### src/rtl/pipe_ctrl.sv
// Pipeline control for the 5-stage core: stall merge, exception flush/redirect,
// post-flush recovery masking, stall watchdog and saturating perf counters.
module pipe_ctrl #(
  parameter logic [31:0] EXC_VECTOR     = 32'h0000_0020,
  parameter int unsigned RECOVER_CYCLES = 2,
  parameter int unsigned TIMEOUT        = 1024
) (
  input  logic        clk,
  input  logic        rst_n,
  input  logic        stallreq_id,
  input  logic        stallreq_ex,
  input  logic        stallreq_mem,
  input  logic [31:0] excepttype,
  input  logic [31:0] cp0_epc,
  input  logic        wdog_clr,
  output logic [5:0]  stall,
  output logic        flush,
  output logic [31:0] new_pc,
  output logic        stall_timeout,
  output logic [31:0] stall_cycles,
  output logic [15:0] flush_count
);

  localparam int unsigned WDW = $clog2(TIMEOUT + 1);
  localparam logic [WDW-1:0] WD_MAX  = WDW'(TIMEOUT);
  localparam logic [WDW-1:0] WD_LAST = WDW'(TIMEOUT - 1);
  localparam logic [3:0]     RC_LOAD = 4'(RECOVER_CYCLES - 1);

  typedef enum logic {RUN, RECOVER} state_t;

  state_t         r_state;
  logic [3:0]     r_rcnt;
  logic [WDW-1:0] r_wd;
  logic           r_timeout;
  logic [31:0]    r_stall_cycles;
  logic [15:0]    r_flush_count;

  logic           w_exc;
  logic           w_id;
  logic           w_ex;
  logic [5:0]     w_stall;
  logic [31:0]    w_new_pc;
  logic           w_stalled;

  // rst_n gates the combinational outputs so they read 0 during reset
  assign w_exc = rst_n && (excepttype != 32'h0);
  assign w_id  = stallreq_id && (r_state == RUN);
  assign w_ex  = stallreq_ex && (r_state == RUN);

  always_comb begin
    w_stall  = '0;
    w_new_pc = '0;
    if (!rst_n) begin
      w_stall = '0;
    end else if (w_exc) begin
      w_new_pc = (excepttype == 32'h0000_000e) ? cp0_epc : EXC_VECTOR;
    end else if (stallreq_mem) begin
      w_stall = 6'b011111;
    end else if (w_ex) begin
      w_stall = 6'b001111;
    end else if (w_id) begin
      w_stall = 6'b000111;
    end
  end

  assign w_stalled = (w_stall != '0);

  always_ff @(posedge clk or negedge rst_n) begin
    if (!rst_n) begin
      r_state        <= RUN;
      r_rcnt         <= '0;
      r_wd           <= '0;
      r_timeout      <= 1'b0;
      r_stall_cycles <= '0;
      r_flush_count  <= '0;
    end else begin
      if (w_exc) begin
        r_state <= RECOVER;
        r_rcnt  <= RC_LOAD;
      end else if (r_state == RECOVER) begin
        if (r_rcnt == '0) r_state <= RUN;
        else              r_rcnt  <= r_rcnt - 4'd1;
      end

      if (w_exc || !w_stalled) r_wd <= '0;
      else if (r_wd != WD_MAX) r_wd <= r_wd + 1'b1;

      // flag sets only on the edge where the count first reaches TIMEOUT
      if (w_stalled && !w_exc && r_wd == WD_LAST) r_timeout <= 1'b1;
      else if (wdog_clr)                          r_timeout <= 1'b0;

      if (w_stalled && r_stall_cycles != '1) r_stall_cycles <= r_stall_cycles + 32'd1;
      if (w_exc && r_flush_count != '1)      r_flush_count  <= r_flush_count + 16'd1;
    end
  end

  assign stall         = w_stall;
  assign flush         = w_exc;
  assign new_pc        = w_new_pc;
  assign stall_timeout = r_timeout;
  assign stall_cycles  = r_stall_cycles;
  assign flush_count   = r_flush_count;

endmodule

### config.mk
export PLATFORM = sky130hd
export DESIGN_NAME = pipe_ctrl
export DESIGN_NICKNAME = d
export VERILOG_FILES = /design/src/rtl/pipe_ctrl.sv
export SDC_FILE = /design/constraint.sdc
export NUM_CORES = 1
export LEC_CHECK = 0
export CORE_UTILIZATION = 30
export CTS_BUF_LIST = sky130_fd_sc_hd__clkbuf_16
export CTS_CLUSTER_SIZE = 40
export DETAILED_ROUTE_END_ITERATION = 10
export PLACE_DENSITY = 0.6
export RECOVER_POWER = 50
export SLEW_MARGIN = 0
export SYNTH_ARGS = -nofsm -noshare
export SYNTH_HDL_FRONTEND = slang
export SYNTH_SLANG_ARGS = --single-unit
### constraint.sdc
create_clock -name clk -period 6.95 [get_ports clk]
set_input_delay 1.0425 -clock clk [delete_from_list [all_inputs] [get_ports clk]]
set_output_delay 1.0425 -clock clk [all_outputs]
set_load 0.05 [all_outputs]
==> metrics.csv, run 1 <==
metric;value;unit
status;complete, no violations;
cpMaxStageDelayCell;or4_1;
die_height;110;µm
area_growth;56.2;%
hold_buffers;0;
rsz0062_at_grt;false;
layout.nets;586;
viasPerCell;4.71;
topRoutingLayerUsed;met4;
routed_wl;9.51;mm
arrival;4100;ps
drc;0;
cap_violations;0;
finalHoldViolations;0;
timing.fmax;194;MHz
clock_sinks;65;
h-tree-depth;3;
critPathKind;in -> out;
clock_latency;320;ps
postSynthCellCount;355;
slew_headroom;0.325;
wl_met3;609;µm
cts.path.max_buffers;2;
setup_viol;0;
synth_top_area_frac;0.464;
synth_nets;431;
cts_tree;done;
final.min_clock_period;5140;ps
cp.required;5910;ps
coreArea;11400;µm²
wirelength_met1;4.23;mm
io_buffer_count;156;
power;1.12;mW
drive_above_1_share;0.0524;
vias;3097;
synth-main-ff-cell;dfrtp_1;
clock_skew;7.15;ps
die_area;12100;µm²
synth_area;3510;µm²
met2_length;4.60;mm
yosysTopAreaCell;dfrtp_1;
ios;158;
ys_types;36;
fin_tns_setup;0;ps
cts_resized;0;
dp_hpwl;7.38;mm
cp_max_fo;15;
grt-ovfl-total;0;
power_leakage;2.36;nW
ys_ff_latch;65;
antenna_cells;0;
grt_pass1_wl;14.7;mm
nFillCells;1086;
clk_pin_slew;50;ps
drv_slew;0;
post-cts-setup-buffers;0;
antenna_found_initial;0;
grt_max_degree;67;
startpoint_type;input pin;
initial_utilization;0.307;
worstMarginPinSlew;1010;ps
ctsRootBufferMaster;clkbuf_16;
cts-buffers-inserted;9;
row_count;39;
grtUsageTotal;0.157;
worstPathCellList;dlygate4sd3_1, nor4_1, nand4_1, or4_1, inv_1, clkdlybuf4s50_1;
die_w;110;µm
dr.pass1.iters;4;
synthArstFlopShare;1.00;
ir_drop;0.147;mV
cpPeakStageDelay;880;ps
fin_crit_sh;0.740;
ys_warn_count;0;
hold_path.class;reg -> reg;
grt_pass1_vias;2877;
cp-end-kind;output port;
powerDensity;205;nW/µm²
synthTopCellsByArea;dfrtp_1, xnor2_1, and2_1;
yosysSeqAreaShare;0.464;
postSynthAreaPerCell;9.88;µm²
drt_iter0_drc;92;
synth-edff-count;0;
wl_per_cell;14.4;µm
gp_congestion;0.744;
postRouteAntennaNets;0;
## layout make-up
class / instances / area [µm²] / area share
Tap cell: 143 / 179 / 0.0327
Clock inverter: 7 / 62.6 / 0.0114
Clock buffer: 9 / 225 / 0.0411
Inverter: 9 / 33.8 / 0.00617
Multi-Input combinational cell: 267 / 1780 / 0.325
Timing Repair Buffer: 158 / 1570 / 0.287
Sequential cell: 65 / 1630 / 0.297
## registers in the layout, indices dropped and copies added, names as in the netlist
signal,count
r_state,1
stall_timeout,1
r_rcnt,4
stall_cycles,32
r_wd,11
flush_count,16
## path summary, 6_finish.rpt
| path | cells past startpoint | slack (ps) | endpoint | start |
|---|---|---|---|---|
| max in group asynchronous | 2 | 5250 | flush_count[12] | rst_n |
| min in group asynchronous | 2 | 1120 | r_rcnt[3] | rst_n |
| worst min register to register | 1 | 490 | flush_count[6] | flush_count[6] |
| worst min-delay path | 1 | 490 | flush_count[6] | flush_count[6] |
| worst max-delay path | 6 | 1810 | stall[2] | excepttype[19] |
| worst max register to register | 5 | 4110 | stall_cycles[1] | r_state |
## cells in the mapped netlist, types with 3 or more instances
master / count
ha_1: 6
nor4_1: 7
or3_1: 3
nand2b_1: 6
nand4_1: 25
nor4_4: 3
nor2_1: 26
nand3_1: 21
xor2_1: 18
xnor2_1: 38
nand2_1: 26
mux2_2: 4
a21oi_1: 3
and2_1: 35
and4_1: 4
inv_1: 9
nor3_1: 7
and3_1: 15
clkbuf_1: 9
dfrtp_1: 65
nor3b_1: 3
buf_4: 3
## cells in the final DEF (no fill, tap or decap), types with 2 or more instances in the layout
cell type        instances
clkdlybuf4s50_1        117
dfrtp_1                 65
xnor2_1                 38
dlygate4sd3_1           38
and2_1                  35
nor2_1                  26
nand2_1                 26
nand4_1                 25
nand3_1                 21
xor2_1                  18
and3_1                  15
inv_1                   10
clkbuf_16                9
nor4_1                   7
nor3_1                   7
nand2b_1                 6
ha_1                     6
and4_1                   4
mux2_2                   4
nor4_4                   3
or3_1                    3
nor3b_1                  3
a21oi_1                  3
o31a_1                   2
or4_1                    2
nor2b_1                  2
o21ai_0                  2
clkinv_2                 2
clkinvlp_4               2
buf_4                    2
## worst max-delay path, delay by kind of cell
family / cells / cell delay (ps)
simple gates: 3 / 1450
buf+inv: 3 / 1600
## stage by stage
| stage | util | hold slack, ps | cell area (µm²) | cells | worst slack (ps) |
|---|---|---|---|---|---|
| after floorplan | - | 472 | 3510 | 355 | 3110 |
| after global placement | 0.455 | 492 | 5190 | 642 | 1990 |
| after global routing | 0.480 | 520 | 5480 | 658 | 1620 |
| after detailed placement | 0.455 | 491 | 5190 | 642 | 1890 |
| after CTS | 0.480 | 502 | 5480 | 658 | 1890 |
| final | 0.480 | 489 | 5480 | 658 | 1810 |
## where the power goes
| part | switching [mW] | leakage, nW | total [mW] | internal [mW] |
|---|---|---|---|---|
| clock network | 0.156 | 0.140 | 0.429 | 0.273 |
| registers | 0.0333 | 0.887 | 0.444 | 0.410 |
| logic | 0.142 | 1.33 | 0.249 | 0.108 |
| total | 0.331 | 2.36 | 1.12 | 0.792 |
## metal layers
layer / GRT usage / vias up
li1: - / 1527
met1: 0.211 / 1467
met2: 0.246 / 98
met3: 0.0535 / 5
met4: 0.0282 / 0
met5: 0 / -
## cells by family after synthesis
| family | after synthesis | synth area share |
|---|---|---|
| buffers and inverters | 23 | 0.0285 |
| adders and majority gates | 6 | 0.0214 |
| muxes | 4 | 0.0128 |
| and+or+nand+nor | 187 | 0.306 |
| other | 1 | 0.00107 |
| DFF | 65 | 0.464 |
| xor gates and xnor gates | 56 | 0.140 |
| AOI/OAI and AO/OA | 13 | 0.0271 |
Power figures use the tool's default switching activity.
==> run 2: changes to the inputs <==
- PLACE_DENSITY: 0.6 -> 0.62
- clock period: 6.95 -> 4.3 ns (I/O delays scaled with it)
==> run 2 against run 1 <==
  * Die area stayed put
  * Clock-buffer cell count stayed put
  * First-iteration DRC count is 3.3% lower
  * Non-clock buffer count is 2 higher
  * Register-to-register slack worse by 2200 ps
  * Critical path depth stayed put
  * Core utilization is 3.6 points higher
  * Largest cell class is now non-clock buffers
  * Critical path type unchanged
  * Highest routed layer unchanged
  * Worst setup slack worse by 1300 ps
  * Via count is 1.2% higher
  * Global-route usage is 0.36 points higher
==> metrics.csv, run 2 (synthesis results as in run 1) <==
metric;value;unit;change
status;complete, no violations;;
power_leakage;2.57;nW;+8.9%
final.min_clock_period;3840;ps;
antenna_found_initial;0;;unchanged
area_growth;68.0;%;
ctsRootBufferMaster;clkbuf_16;;
startpoint_type;input pin;;
row_count;39;;unchanged
fin_tns_setup;0;ps;unchanged
r2r_setup_slack;1910;ps;-2200 ps
holdWs;253;ps;-236 ps
setup_viol;0;;unchanged
ios;158;;unchanged
met2_length;4.52;mm;-1.9%
rsz0062_at_grt;false;;
coreArea;11400;µm²;unchanged
hold_path.class;in -> async;;
wl_per_cell;14.2;µm;-1.9%
antenna_cells;0;;unchanged
grt-ovfl-total;0;;unchanged
cpPeakStageDelay;710;ps;-170 ps
drc;0;;unchanged
powerDensity;341;nW/µm²;+66%
finalHoldViolations;0;;unchanged
drive_above_1_share;0.122;;+0.0694
cts.path.max_buffers;2;;unchanged
cap_violations;0;;unchanged
die_w;110;µm;unchanged
routed_wl;9.35;mm;-1.6%
cts_resized;0;;unchanged
cp_max_fo;11;;-4
slew_headroom;0.0406;;-0.284
dr.pass1.iters;4;;unchanged
cp.required;3650;ps;-2260 ps
layout.nets;588;;+0.34%
clock_skew;7.56;ps;+0.412 ps
dp_hpwl;7.27;mm;-1.5%
layout_common_cells;clkdlybuf4s50_1, dfrtp_1, dlygate4sd3_1, xnor2_1, and2_1;;
vias;3135;;+1.2%
drv_slew;0;;unchanged
die_area;12100;µm²;unchanged
grt_max_degree;61;;-9.0%
cpMostUsedCell;o31a_1;;
cp-end-kind;output port;;
io_buffer_count;156;;unchanged
clock_sinks;65;;unchanged
die_height;110;µm;unchanged
rr_worst_depth;6;;+1
clk_pin_slew;50;ps;about the same
hold_buffers;0;;unchanged
final_common_cell;clkdlybuf4s50_1;;
r2r-end;stall_cycles[18];;
postRouteAntennaNets;0;;unchanged
cts-buffers-inserted;9;;unchanged
fin_crit_sh;0.893;;
cts_tree;done;;
ir_drop;0.262;mV;+78%
initial_utilization;0.307;;unchanged
cpMaxStageDelayCell;clkdlybuf4s50_1;;
worstPathCellList;dlygate4sd3_1, nor4_1, nand4_1, o31a_1, o31a_1, clkdlybuf4s50_1;;
worstMarginPinSlew;1440;ps;+426 ps
grt_pass1_vias;3042;;+5.7%
post-cts-setup-buffers;0;;unchanged
arrival;3190;ps;-910 ps
drt_iter0_drc;89;;-3.3%
viasPerCell;4.75;;+0.92%
h-tree-depth;3;;unchanged
clock_latency;320;ps;about the same
wl_met3;798;µm;+31%
power;2.01;mW;+79%
topRoutingLayerUsed;met4;;
timing.fmax;261;MHz;
crit-reg2reg-launch;r_state;;
critPathKind;in -> out;;
grtUsageTotal;0.160;;+0.00363
grt_pass1_wl;14.8;mm;+0.75%
wirelength_met1;3.93;mm;-7.2%
largest_reg_flops;32;;unchanged
gp_congestion;0.746;;+0.28%
==> run 2: cell types whose count changed in the layout (fill, tap and decap cells not counted) <==
cell	previous run	this run
inv_6	0	1
bufinv_16	1	4
clkbuf_2	0	1
buf_4	2	3
clkinv_2	2	0
buf_12	0	34
inv_1	10	9
dlygate4sd3_1	38	39
nor4_1	7	8
clkinv_4	0	1
clkinvlp_4	2	0
nor4_4	3	2
clkdlybuf4s50_1	117	82
==> run 2: metal layers <==
layer,up-vias,global-route usage
met4,0,0.0508
li1,1537,-
met3,8,0.0635
met1,1473,0.192
met5,-,0
met2,117,0.263
==> run 2: worst max-delay path, delay by kind of cell <==
| kind | cells | cell delay (ps) |
|---|---|---|
| buffers and inverters | 2 | 1250 |
| and+or+nand+nor | 2 | 660 |
| AOI/OAI and AO/OA | 2 | 640 |
==> run 2: stage by stage <==
stage / instances / setup slack [ps] / cell area, µm² / utilization
floorplan: 355 / 1250 / 3510 / -
global placement: 644 / 690 / 5550 / 0.486
detailed placement: 644 / 648 / 5550 / 0.486
CTS: 660 / 636 / 5910 / 0.518
global route: 660 / 336 / 5900 / 0.516
finish: 660 / 462 / 5900 / 0.516
==> run 2: power breakdown <==
part | internal [mW] | total, mW | switching, mW
clock | 0.626 | 0.895 | 0.269
sequential | 0.663 | 0.717 | 0.0537
combinational | 0.173 | 0.399 | 0.225
==> run 2: worst max-delay path by stage <==
stage	startpoint	endpoint	slack [ps]	cells after the start
finish	excepttype[13]	new_pc[5]	460	6
global route	excepttype[13]	new_pc[5]	340	6
CTS	excepttype[13]	new_pc[5]	640	6
detailed placement	excepttype[13]	new_pc[5]	650	6
global placement	excepttype[13]	new_pc[5]	690	6
floorplan	excepttype[16]	stall[1]	1250	6
==> run 2: area by class of cell <==
class                           count  area (µm²)
Clock buffer                        9         225
Clock inverter                      7         141
Fill cell                        1031        5520
Inverter                            9        33.8
Multi-Input combinational cell    267        1770
Sequential cell                    65        1630
Tap cell                          143         179
Timing Repair Buffer              160        1920
